--- config.mk ---
export PLATFORM = sky130hd
export DESIGN_NAME = tpm_port_scheduler
export DESIGN_NICKNAME = d
export VERILOG_FILES = /design/src/rtl/tpm_port_scheduler.sv
export SDC_FILE = /design/constraint.sdc
export NUM_CORES = 1
export LEC_CHECK = 0
export CORE_ASPECT_RATIO = 2
export CORE_MARGIN = 1.5
export CORE_UTILIZATION = 37
export DETAILED_ROUTE_END_ITERATION = 12
export GPL_ROUTABILITY_DRIVEN = 0
export PLACE_DENSITY = 0.76
export SLEW_MARGIN = 15
export SYNTH_ARGS = -nofsm -noshare
export SYNTH_HDL_FRONTEND = slang
export SYNTH_SLANG_ARGS = --single-unit
--- constraint.sdc ---
create_clock -name clk -period 2.2 [get_ports clk]
set_clock_uncertainty 0.1 [all_clocks]
set_input_delay 0.44 -clock clk [delete_from_list [all_inputs] [get_ports clk]]
set_output_delay 0.44 -clock clk [all_outputs]
set_load 0.01 [all_outputs]
--- src/rtl/tpm_port_scheduler.sv ---
// tpm_port_scheduler: time-multiplexes one single-port SRAM among three
// request ports. Grants rotate so the last-served port drops to lowest
// priority. Read data is routed back through a {valid, port_id} tag pipeline.
// Optional grant/stall statistics are enabled with `define TPM_SCHED_STATS_EN.
module tpm_port_scheduler #(
    parameter int AW      = 10,
    parameter int DW      = 32,
    parameter int MEM_LAT = 1
) (
    input  logic          clk,
    input  logic          reset_n,
    input  logic          p1_req_i,
    input  logic          p2_req_i,
    input  logic          p3_req_i,
    input  logic          p1_we_i,
    input  logic          p2_we_i,
    input  logic          p3_we_i,
    input  logic [AW-1:0] p1_addr_i,
    input  logic [AW-1:0] p2_addr_i,
    input  logic [AW-1:0] p3_addr_i,
    input  logic [DW-1:0] p1_wdata_i,
    input  logic [DW-1:0] p2_wdata_i,
    input  logic [DW-1:0] p3_wdata_i,
    output logic          p1_gnt_o,
    output logic          p2_gnt_o,
    output logic          p3_gnt_o,
    output logic          p1_rvalid_o,
    output logic          p2_rvalid_o,
    output logic          p3_rvalid_o,
    output logic [DW-1:0] p1_rdata_o,
    output logic [DW-1:0] p2_rdata_o,
    output logic [DW-1:0] p3_rdata_o,
    input  logic          mem_stall_i,
    output logic          mem_en_o,
    output logic          mem_we_o,
    output logic [AW-1:0] mem_addr_o,
    output logic [DW-1:0] mem_wdata_o,
    input  logic [DW-1:0] mem_rdata_i
`ifdef TPM_SCHED_STATS_EN
    ,
    input  logic          stat_clr_i,
    output logic [15:0]   stat_p1_cnt_o,
    output logic [15:0]   stat_p2_cnt_o,
    output logic [15:0]   stat_p3_cnt_o,
    output logic [15:0]   stat_stall_cnt_o
`endif
);

    // Port ids are 1..3; 0 means "no port".
    logic [1:0]    ord0_q, ord1_q, ord2_q;
    logic [1:0]    ord0_d, ord1_d, ord2_d;
    logic [1:0]    gnt_id;
    logic          gnt_any;
    logic [2:0]    req_v;
    logic          sel_we;
    logic [AW-1:0] sel_addr;
    logic [DW-1:0] sel_wdata;
    logic          mem_en_q, mem_we_q;
    logic [AW-1:0] mem_addr_q;
    logic [DW-1:0] mem_wdata_q;
    logic [2:0]    tag_q [MEM_LAT+1];
    logic [2:0]    ret_tag;
    logic          p1_rvalid_q, p2_rvalid_q, p3_rvalid_q;
    logic [DW-1:0] p1_rdata_q, p2_rdata_q, p3_rdata_q;

    function automatic logic req_of(input logic [1:0] id, input logic [2:0] r);
        case (id)
            2'd1:    req_of = r[0];
            2'd2:    req_of = r[1];
            2'd3:    req_of = r[2];
            default: req_of = 1'b0;
        endcase
    endfunction

    assign req_v = {p3_req_i, p2_req_i, p1_req_i};

    // Pick the highest-priority pending port unless the SRAM is stalled.
    always_comb begin
        gnt_id = 2'd0;
        if (!mem_stall_i) begin
            if (req_of(ord0_q, req_v))      gnt_id = ord0_q;
            else if (req_of(ord1_q, req_v)) gnt_id = ord1_q;
            else if (req_of(ord2_q, req_v)) gnt_id = ord2_q;
        end
    end

    assign gnt_any  = (gnt_id != 2'd0);
    assign p1_gnt_o = (gnt_id == 2'd1);
    assign p2_gnt_o = (gnt_id == 2'd2);
    assign p3_gnt_o = (gnt_id == 2'd3);

    // Select the granted port's command and compute the rotated order.
    always_comb begin
        sel_we    = 1'b0;
        sel_addr  = '0;
        sel_wdata = '0;
        case (gnt_id)
            2'd1: begin sel_we = p1_we_i; sel_addr = p1_addr_i; sel_wdata = p1_wdata_i; end
            2'd2: begin sel_we = p2_we_i; sel_addr = p2_addr_i; sel_wdata = p2_wdata_i; end
            2'd3: begin sel_we = p3_we_i; sel_addr = p3_addr_i; sel_wdata = p3_wdata_i; end
            default: ;
        endcase
        ord0_d = ord0_q;
        ord1_d = ord1_q;
        ord2_d = ord2_q;
        if (gnt_any) begin
            if (gnt_id == ord0_q) begin
                ord0_d = ord1_q; ord1_d = ord2_q; ord2_d = ord0_q;
            end else if (gnt_id == ord1_q) begin
                ord1_d = ord2_q; ord2_d = ord1_q;
            end
        end
    end

    // Priority order register; the served port moves to the back.
    always_ff @(posedge clk or negedge reset_n) begin
        if (!reset_n) begin
            ord0_q <= 2'd1;
            ord1_q <= 2'd2;
            ord2_q <= 2'd3;
        end else begin
            ord0_q <= ord0_d;
            ord1_q <= ord1_d;
            ord2_q <= ord2_d;
        end
    end

    // Registered SRAM command; address/data hold when nothing is issued.
    always_ff @(posedge clk or negedge reset_n) begin
        if (!reset_n) begin
            mem_en_q    <= 1'b0;
            mem_we_q    <= 1'b0;
            mem_addr_q  <= '0;
            mem_wdata_q <= '0;
        end else begin
            mem_en_q <= gnt_any;
            mem_we_q <= gnt_any & sel_we;
            if (gnt_any) begin
                mem_addr_q  <= sel_addr;
                mem_wdata_q <= sel_wdata;
            end
        end
    end

    // Tag pipeline: stage k is visible k+1 cycles after the grant, so the
    // last stage lines up with mem_rdata for that read.
    always_ff @(posedge clk or negedge reset_n) begin
        if (!reset_n) begin
            for (int i = 0; i <= MEM_LAT; i++) tag_q[i] <= 3'd0;
        end else begin
            tag_q[0] <= {gnt_any & ~sel_we, gnt_id};
            for (int i = 1; i <= MEM_LAT; i++) tag_q[i] <= tag_q[i-1];
        end
    end

    assign ret_tag = tag_q[MEM_LAT];

    // Capture returning read data into the originating port's registers.
    always_ff @(posedge clk or negedge reset_n) begin
        if (!reset_n) begin
            p1_rvalid_q <= 1'b0;
            p2_rvalid_q <= 1'b0;
            p3_rvalid_q <= 1'b0;
            p1_rdata_q  <= '0;
            p2_rdata_q  <= '0;
            p3_rdata_q  <= '0;
        end else begin
            p1_rvalid_q <= ret_tag[2] && (ret_tag[1:0] == 2'd1);
            p2_rvalid_q <= ret_tag[2] && (ret_tag[1:0] == 2'd2);
            p3_rvalid_q <= ret_tag[2] && (ret_tag[1:0] == 2'd3);
            if (ret_tag[2] && (ret_tag[1:0] == 2'd1)) p1_rdata_q <= mem_rdata_i;
            if (ret_tag[2] && (ret_tag[1:0] == 2'd2)) p2_rdata_q <= mem_rdata_i;
            if (ret_tag[2] && (ret_tag[1:0] == 2'd3)) p3_rdata_q <= mem_rdata_i;
        end
    end

    assign mem_en_o    = mem_en_q;
    assign mem_we_o    = mem_we_q;
    assign mem_addr_o  = mem_addr_q;
    assign mem_wdata_o = mem_wdata_q;
    assign p1_rvalid_o = p1_rvalid_q;
    assign p2_rvalid_o = p2_rvalid_q;
    assign p3_rvalid_o = p3_rvalid_q;
    assign p1_rdata_o  = p1_rdata_q;
    assign p2_rdata_o  = p2_rdata_q;
    assign p3_rdata_o  = p3_rdata_q;

`ifdef TPM_SCHED_STATS_EN
    // The scheduler state is only observable through the stall counter, so
    // the FSM lives with the statistics.
    typedef enum logic [1:0] {IDLE, ISSUE, STALLED} state_t;
    state_t        state_q;
    logic [15:0]   p1_cnt_q, p2_cnt_q, p3_cnt_q, stall_cnt_q;

    function automatic logic [15:0] sat_inc(input logic [15:0] v);
        sat_inc = (v == 16'hFFFF) ? v : v + 16'd1;
    endfunction

    // Scheduler FSM: IDLE with no request, STALLED when blocked, else ISSUE.
    always_ff @(posedge clk or negedge reset_n) begin
        if (!reset_n) begin
            state_q <= IDLE;
        end else if (req_v == 3'b000) begin
            state_q <= IDLE;
        end else if (mem_stall_i) begin
            state_q <= STALLED;
        end else begin
            state_q <= ISSUE;
        end
    end

    // Saturating grant and stall counters; clear wins over increment.
    always_ff @(posedge clk or negedge reset_n) begin
        if (!reset_n) begin
            p1_cnt_q    <= '0;
            p2_cnt_q    <= '0;
            p3_cnt_q    <= '0;
            stall_cnt_q <= '0;
        end else if (stat_clr_i) begin
            p1_cnt_q    <= '0;
            p2_cnt_q    <= '0;
            p3_cnt_q    <= '0;
            stall_cnt_q <= '0;
        end else begin
            if (p1_gnt_o)            p1_cnt_q    <= sat_inc(p1_cnt_q);
            if (p2_gnt_o)            p2_cnt_q    <= sat_inc(p2_cnt_q);
            if (p3_gnt_o)            p3_cnt_q    <= sat_inc(p3_cnt_q);
            if (state_q == STALLED)  stall_cnt_q <= sat_inc(stall_cnt_q);
        end
    end

    assign stat_p1_cnt_o    = p1_cnt_q;
    assign stat_p2_cnt_o    = p2_cnt_q;
    assign stat_p3_cnt_o    = p3_cnt_q;
    assign stat_stall_cnt_o = stall_cnt_q;
`endif

endmodule

==> flow_summary.toml, run 1 <==
[synth]
synthSimpleGateAreaFrac_pct = 17.0
synthesis.instances = 662
synth_area_leader_cell = "dfrtp_1"
synth_area_leaders = "dfrtp_1, nand2_1, mux2_2"
ys_ff_latch = 155
synthFlopType = "dfrtp_1"
yosysSeqAreaShare_pct = 58.3
synth_fp_nets = 829
synth_fa_ha_area_share_pct = 0
syn_area_mm2 = 0.00666
synth.distinct_cells = 41
synth.area.mux_share_pct = 6.63
synth_compound_area_share_pct = 13.4
netlist.area_leader.share_pct = 56.7
synth_xor_area_share_pct = 0
synth_edf_count = 0
synth_area_per_cell_um2 = 10.1
synth_top_family_by_area = "simple AND/OR/NAND/NOR gates"
synth_warnings = 0
async_reset_ff_share_pct = 100

[clock_network]
cts.clk_slew.worst_paths_ns = 0.06
numCtsBuffers = 17
root_buffer = "clkbuf_16"
clk_path_buf_depth = 2
cts_num_sinks = 155
tritoncts = "done"
htree_levels = 4
clock_latency_ns = 0.41

[power_and_ir_drop]
leakagePower_nw = 4.87
power.density_mw_per_mm2 = 1310
ir_drop_uv = 688

[worst_setup_path]
max_stage_delay_ns = 0.57
critPathRequiredTime_ns = 1.66
critPathCaptureType = "output pin"
path_class = "reg2out"
critPathTopFamily = "flip-flops"
cp-start-kind = "flop"
cp.arrival_ns = 2.25
path_cells = "mux2_4, a22o_4, o31ai_4, buf_6, inv_6, nor3_4, buf_2"
cp_max_fo = 4
worst-path-buf-inv = 3
slowest_stage = "dfstp_2"

[run_status]
violations = "negative setup slack"
status = "finished, violations left"

[timing]
setup_viol = 54
worstMarginPinSlew_ns = 0.519
period_minus_slack_ns = 2.79
whs_ns = 0.250
rsz0062_at_grt = "yes"
maxSlewHeadroom_pct = 65.4
slew_viol_final = 0
finalHoldViolCount = 0
worst_slack_ns = -0.591
period_share_pct = 127
fmax_mhz = 358

[floorplanning]
core_mm2 = 0.0177
die_w_um = 97.9
start_util_pct = 37.6
die_h_um = 193
dieArea_mm2 = 0.0189
ios = 313
rows = 69

[flow_run]
max-cap-violations = 0

[drt]
wl_um = 23700
ant_nets = 0
via_count = 6368
drc = 0
wl_per_cell_um = 19.3
drt_iter0_drc = 169
firstDrtPassIters = 4
via_per_inst = 5.19

[finish]
finish.utilization_pct = 64.0
multi_input_area_mm2 = 0.00284
seq_area_mm2 = 0.00388
design_area_mm2 = 0.0113
fillers = 1387
syn2layout_area_growth_pct = 70.0
layout-drive-gt1-share_pct = 18.4
fin_nets = 1169

[global_routing]
grt_first_pass_wirelength_um = 34700
grt_max_degree = 50
grt_pass1_vias = 6518
grt_overflow = 0
track_usage_pct = 24.1
antenna_found_initial = 0

[placement]
port_buffers = 312
hpwl_um = 16600
place_area_mm2 = 0.0102

[min_path]
min_path_type = "reg2reg"
-- routing by layer --
layer / part of all wire (%) / up-vias / track usage (%)
li1: - / 2948 / -
met1: 34 / 3113 / 24.7
met2: 57 / 243 / 44.7
met3: 4.0 / 64 / 4.78
met4: 5.1 / 0 / 13.8
met5: 0 / - / 0
-- repair_timing --
action                                  4_1_cts  5_1_grt
buffers inserted                              8        1
endpoints found under the setup margin       54       54
endpoints found under the hold margin        37        0
hold buffers                                  1        0
pin swaps                                     5       10
cloned                                        1        3
resized for setup                            31       56
-- layout make-up --
type | count | area share [%]
Inverter | 10 | 0.398
Antenna cell | 2 | 0.0442
Sequential cell | 155 | 34.3
Clock inverter | 7 | 1.04
Multi-Input combinational cell | 451 | 25.1
Clock buffer | 23 | 4.04
Tap cell | 213 | 2.35
Timing Repair Buffer | 367 | 32.8
-- worst paths after layout --
| check | slack [ns] | endpoint | start | depth (start not counted) |
|---|---|---|---|---|
| max | -0.59 | p2_gnt_o | ord0_q[0] | 7 |
| min | 0.25 | ret_tag[0] | tag_q[3] | 0 |
| max reg2reg | -0.42 | mem_wdata_o[31] | ord0_q[0] | 9 |
| min reg2reg | 0.25 | ret_tag[0] | tag_q[3] | 0 |
| max in group asynchronous | 0.92 | ord0_q[0] | reset_n | 3 |
| min in group asynchronous | 0.44 | p3_rdata_o[1] | reset_n | 2 |
-- Yosys cell counts, types with 2 or more instances --
cell type / n
a21oi_1: 48
a22o_1: 2
a31oi_1: 2
buf_1: 2
buf_2: 5
buf_6: 11
clkbuf_1: 27
dfrtp_1: 151
dfstp_2: 4
inv_1: 9
mux2_2: 37
nand2_1: 199
nand2b_1: 2
nand3_1: 3
nand3b_1: 4
nor2_1: 6
o21ai_0: 35
o21ai_1: 8
o22ai_1: 43
or3_1: 43
-- kinds of logic (layout without fill, tap and decap cells) --
logic type | count (synthesis) | count (layout)
other | 0 | 2
flip-flops | 155 | 155
buffers and inverters | 56 | 407
multiplexers | 39 | 39
AO/OA/AOI/OAI | 152 | 152
AND/OR/NAND/NOR | 260 | 260
-- cell usage in the layout, fill, tap and decap left out, types with 7 or more instances in the layout --
cell / n
a21oi_1: 38
a21oi_2: 10
buf_12: 7
buf_4: 36
buf_6: 10
clkbuf_16: 20
clkdlybuf4s50_1: 308
dfrtp_1: 151
inv_1: 8
mux2_2: 35
nand2_1: 198
o21ai_1: 39
o22ai_1: 10
o22ai_2: 29
or3_1: 43
-- flip-flops by register name, indices dropped and copies added (netlist names) --
signal and count:
mem_wdata_o 32, p1_rdata_o 32, p2_rdata_o 32, p3_rdata_o 32, mem_addr_o 10, ret_tag 3
tag_q 3, ord0_q 2, ord1_q 2, ord2_q 2, mem_en_o 1, mem_we_o 1
p1_rvalid_o 1, p2_rvalid_o 1, p3_rvalid_o 1
-- metrics by stage --
stage	setup slack, ns	TNS, ns	cells	total power (W)
2_1_floorplan	-0.197	-7.45	662	0.00739
3_3_place_gp	-0.858	-36.56	1183	0.0112
3_5_place_dp	-0.910	-39.45	1183	0.0114
4_1_cts	-0.668	-20.39	1222	0.0145
5_1_grt	-0.677	-23.29	1226	0.0156
6_report	-0.591	-19.02	1228	0.0148
-- worst register-to-register path: cells and delay by family (launching register included) --
family                 cells  cell delay, ns
DFF                        1            0.57
muxes                      1            0.32
and+or+nand+nor            1            0.36
buffers and inverters      3            0.45
AOI/OAI and AO/OA          4            0.69
-- where the power goes --
part / switching (W) / total [W] / internal [W]
combinational: 0.00306 / 0.00693 / 0.00387
clock: 0.00110 / 0.00291 / 0.00180
sequential: 0.000776 / 0.00499 / 0.00421
total: 0.00494 / 0.0148 / 0.00989
No activity file was read; power rests on OpenSTA's default activity.
==> run 2: changes to the inputs <==
--- a/config.mk
+++ b/config.mk
@@ -5,12 +5,13 @@
 export SDC_FILE = /design/constraint.sdc
 export NUM_CORES = 1
 export LEC_CHECK = 0
-export CORE_ASPECT_RATIO = 2
+export CORE_ASPECT_RATIO = 1.25
 export CORE_MARGIN = 1.5
 export CORE_UTILIZATION = 37
 export DETAILED_ROUTE_END_ITERATION = 12
 export GPL_ROUTABILITY_DRIVEN = 0
 export PLACE_DENSITY = 0.76
+export SETUP_SLACK_MARGIN = 0.4
 export SLEW_MARGIN = 15
 export SYNTH_ARGS = -nofsm -noshare
 export SYNTH_HDL_FRONTEND = slang
==> flow_summary.toml, run 2 (synthesis gave the netlist of run 1 again) <==
[run_status]
status = "finished, violations left"
violations = "negative setup slack"

[clock_network]
cts_num_sinks = 155
root_buffer = "clkbuf_16"
cts.clk_slew.worst_paths_ns = 0.06
tritoncts = "done"
clk_path_buf_depth = 2
numCtsBuffers = 17
htree_levels = 4
clock_latency_ns = 0.41

[finish]
fillers = 1524
layout-drive-gt1-share_pct = 16.8
syn2layout_area_growth_pct = 65.9
diodes = 0
final_common_cell = "nand2_1"
fin_nets = 1177
final_cells = 1247
layout_common_cells = "nand2_1, clkdlybuf4s50_1, dfrtp_1"
design_area_mm2 = 0.0110

[drt]
ant_nets = 0
wl_per_cell_um = 17.7
drt_iter0_drc = 339
via_count = 6406
via_per_inst = 5.14
wl_um = 22100
firstDrtPassIters = 4
drc = 0

[power_and_ir_drop]
power.density_mw_per_mm2 = 1240
ir_drop_uv = 514
swShare_pct = 34.8
pwr-share-seq_pct = 35.7
leakagePower_nw = 5.04
power_frac_comb_pct = 42.0
total_power_w = 0.0137
intPower_w = 0.00890
clockPowerShare_pct = 22.2
switching_power_w = 0.00476

[global_routing]
grt_first_pass_wirelength_um = 34500
grt_max_degree = 51
grt_overflow = 0
track_usage_pct = 23.7
grt_pass1_vias = 6624
antenna_found_initial = 0

[min_path]
min_from = "tag_q[5]"
hold_depth = 0
holdPathEnd = "ret_tag[2]"
min_path_type = "reg2reg"

[timing]
fmax_mhz = 364
period_minus_slack_ns = 2.75
worst_slack_ns = -0.549
setup_viol = 54
setup_tns_ns = -19.09
finalHoldViolCount = 0
slew_viol_final = 0
period_share_pct = 125
rsz0062_at_grt = "yes"
maxSlewHeadroom_pct = 65.9
worstMarginPinSlew_ns = 0.511

[worst_setup_path]
critPathCaptureType = "output pin"
r2r_start = "ord0_q[0]"
ff2ff_setup_slack_ns = -0.44
rr_worst_depth = 10
path_class = "reg2out"
cp_max_fo = 3
slowest_stage = "dfstp_2"
path_cells = "mux2_4, a22o_4, o31ai_4, buf_4, nor2_2, buf_2"
critPathRequiredTime_ns = 1.66
max_stage_delay_ns = 0.55
r2r_end = "mem_wdata_o[15]"
cp.arrival_ns = 2.21
cp-start-kind = "flop"

[placement]
dp.cells = 1196
place_area_mm2 = 0.0102
port_buffers = 312
place_ws_ns = -0.918
hpwl_um = 15500

[floorplanning]
dieArea_mm2 = 0.0188
die_w_um = 123
rows = 54
core_mm2 = 0.0176
die_h_um = 153
start_util_pct = 37.9
ios = 313

[flow_run]
max-cap-violations = 0
==> run 2: cell types whose count changed in the layout (fill, tap and decap cells not counted), sizes merged <==
cell,change
buf,+11
clkbuf,-9
clkdlybuf4s50,-145
clkinvlp,+4
diode,-2
dlygate4sd2,+145
inv,+4
==> run 2: worst max path at each step <==
stage               from        to  slack, ns  depth (start not counted)
6_report       ord0_q[0]  p3_gnt_o      -0.55                          6
5_1_grt        ord0_q[0]  p2_gnt_o      -0.64                          6
4_1_cts        ord0_q[0]  p2_gnt_o      -0.53                          6
3_5_place_dp    p3_req_i  p2_gnt_o      -0.92                          7
3_3_place_gp    p2_req_i  p1_gnt_o      -0.88                          9
2_1_floorplan  ord0_q[0]  p2_gnt_o      -0.20                          8
==> run 2: power by group through the flow <==
stage,sequential [W],clock (W),combinational [W]
2_1_floorplan,0.00552,0,0.00187
3_3_place_gp,0.00493,0,0.00615
3_5_place_dp,0.00496,0,0.00627
5_1_grt,0.00505,0.00322,0.00626
6_report,0.00488,0.00304,0.00574
4_1_cts,0.00488,0.00310,0.00563
==> run 2: stage by stage <==
step	hold slack (ns)	util, %
5_1_grt	0.256	62.9
3_5_place_dp	0.235	58.3
3_3_place_gp	0.235	58.3
6_report	0.247	62.9
2_1_floorplan	0.0444	-
4_1_cts	0.248	62.2
==> run 2: cell type report <==
class | count | area [µm²] | area share (%)
flip-flops and latches | 155 | 3880 | 35.2
repair buffers | 375 | 3570 | 32.3
multi-input cells | 451 | 2650 | 24.0
clock buffers | 17 | 425 | 3.85
well taps | 224 | 280 | 2.54
clock inverters | 15 | 191 | 1.73
inverters | 10 | 45.0 | 0.408
==> run 2: repair_timing <==
item	CTS	global route
gates cloned	0	1
pin swaps	12	3
buffers inserted	13	4
endpoints found under the hold margin	46	0
endpoints found under the setup margin	199	56
hold buffers	1	0
gates resized for setup	196	15
==> run 2: metal layers <==
metal | part of all wire [%] | wire length [µm] | global-route usage, % | up-vias
met5 | 0 | 0 | 0 | -
met4 | 2.4 | 533 | 8.48 | 0
met3 | 7.4 | 1640 | 6.34 | 44
met2 | 53 | 11600 | 43.0 | 290
met1 | 38 | 8320 | 26.0 | 3095
li1 | - | - | - | 2977
==> run 2: critical path: cells and delay by family (launching register included) <==
kind / cells / cell delay, ns
AOI/OAI and AO/OA: 2 / 0.57
DFF: 1 / 0.55
buffers and inverters: 2 / 0.33
muxes: 1 / 0.31
and+or+nand+nor: 1 / 0.04
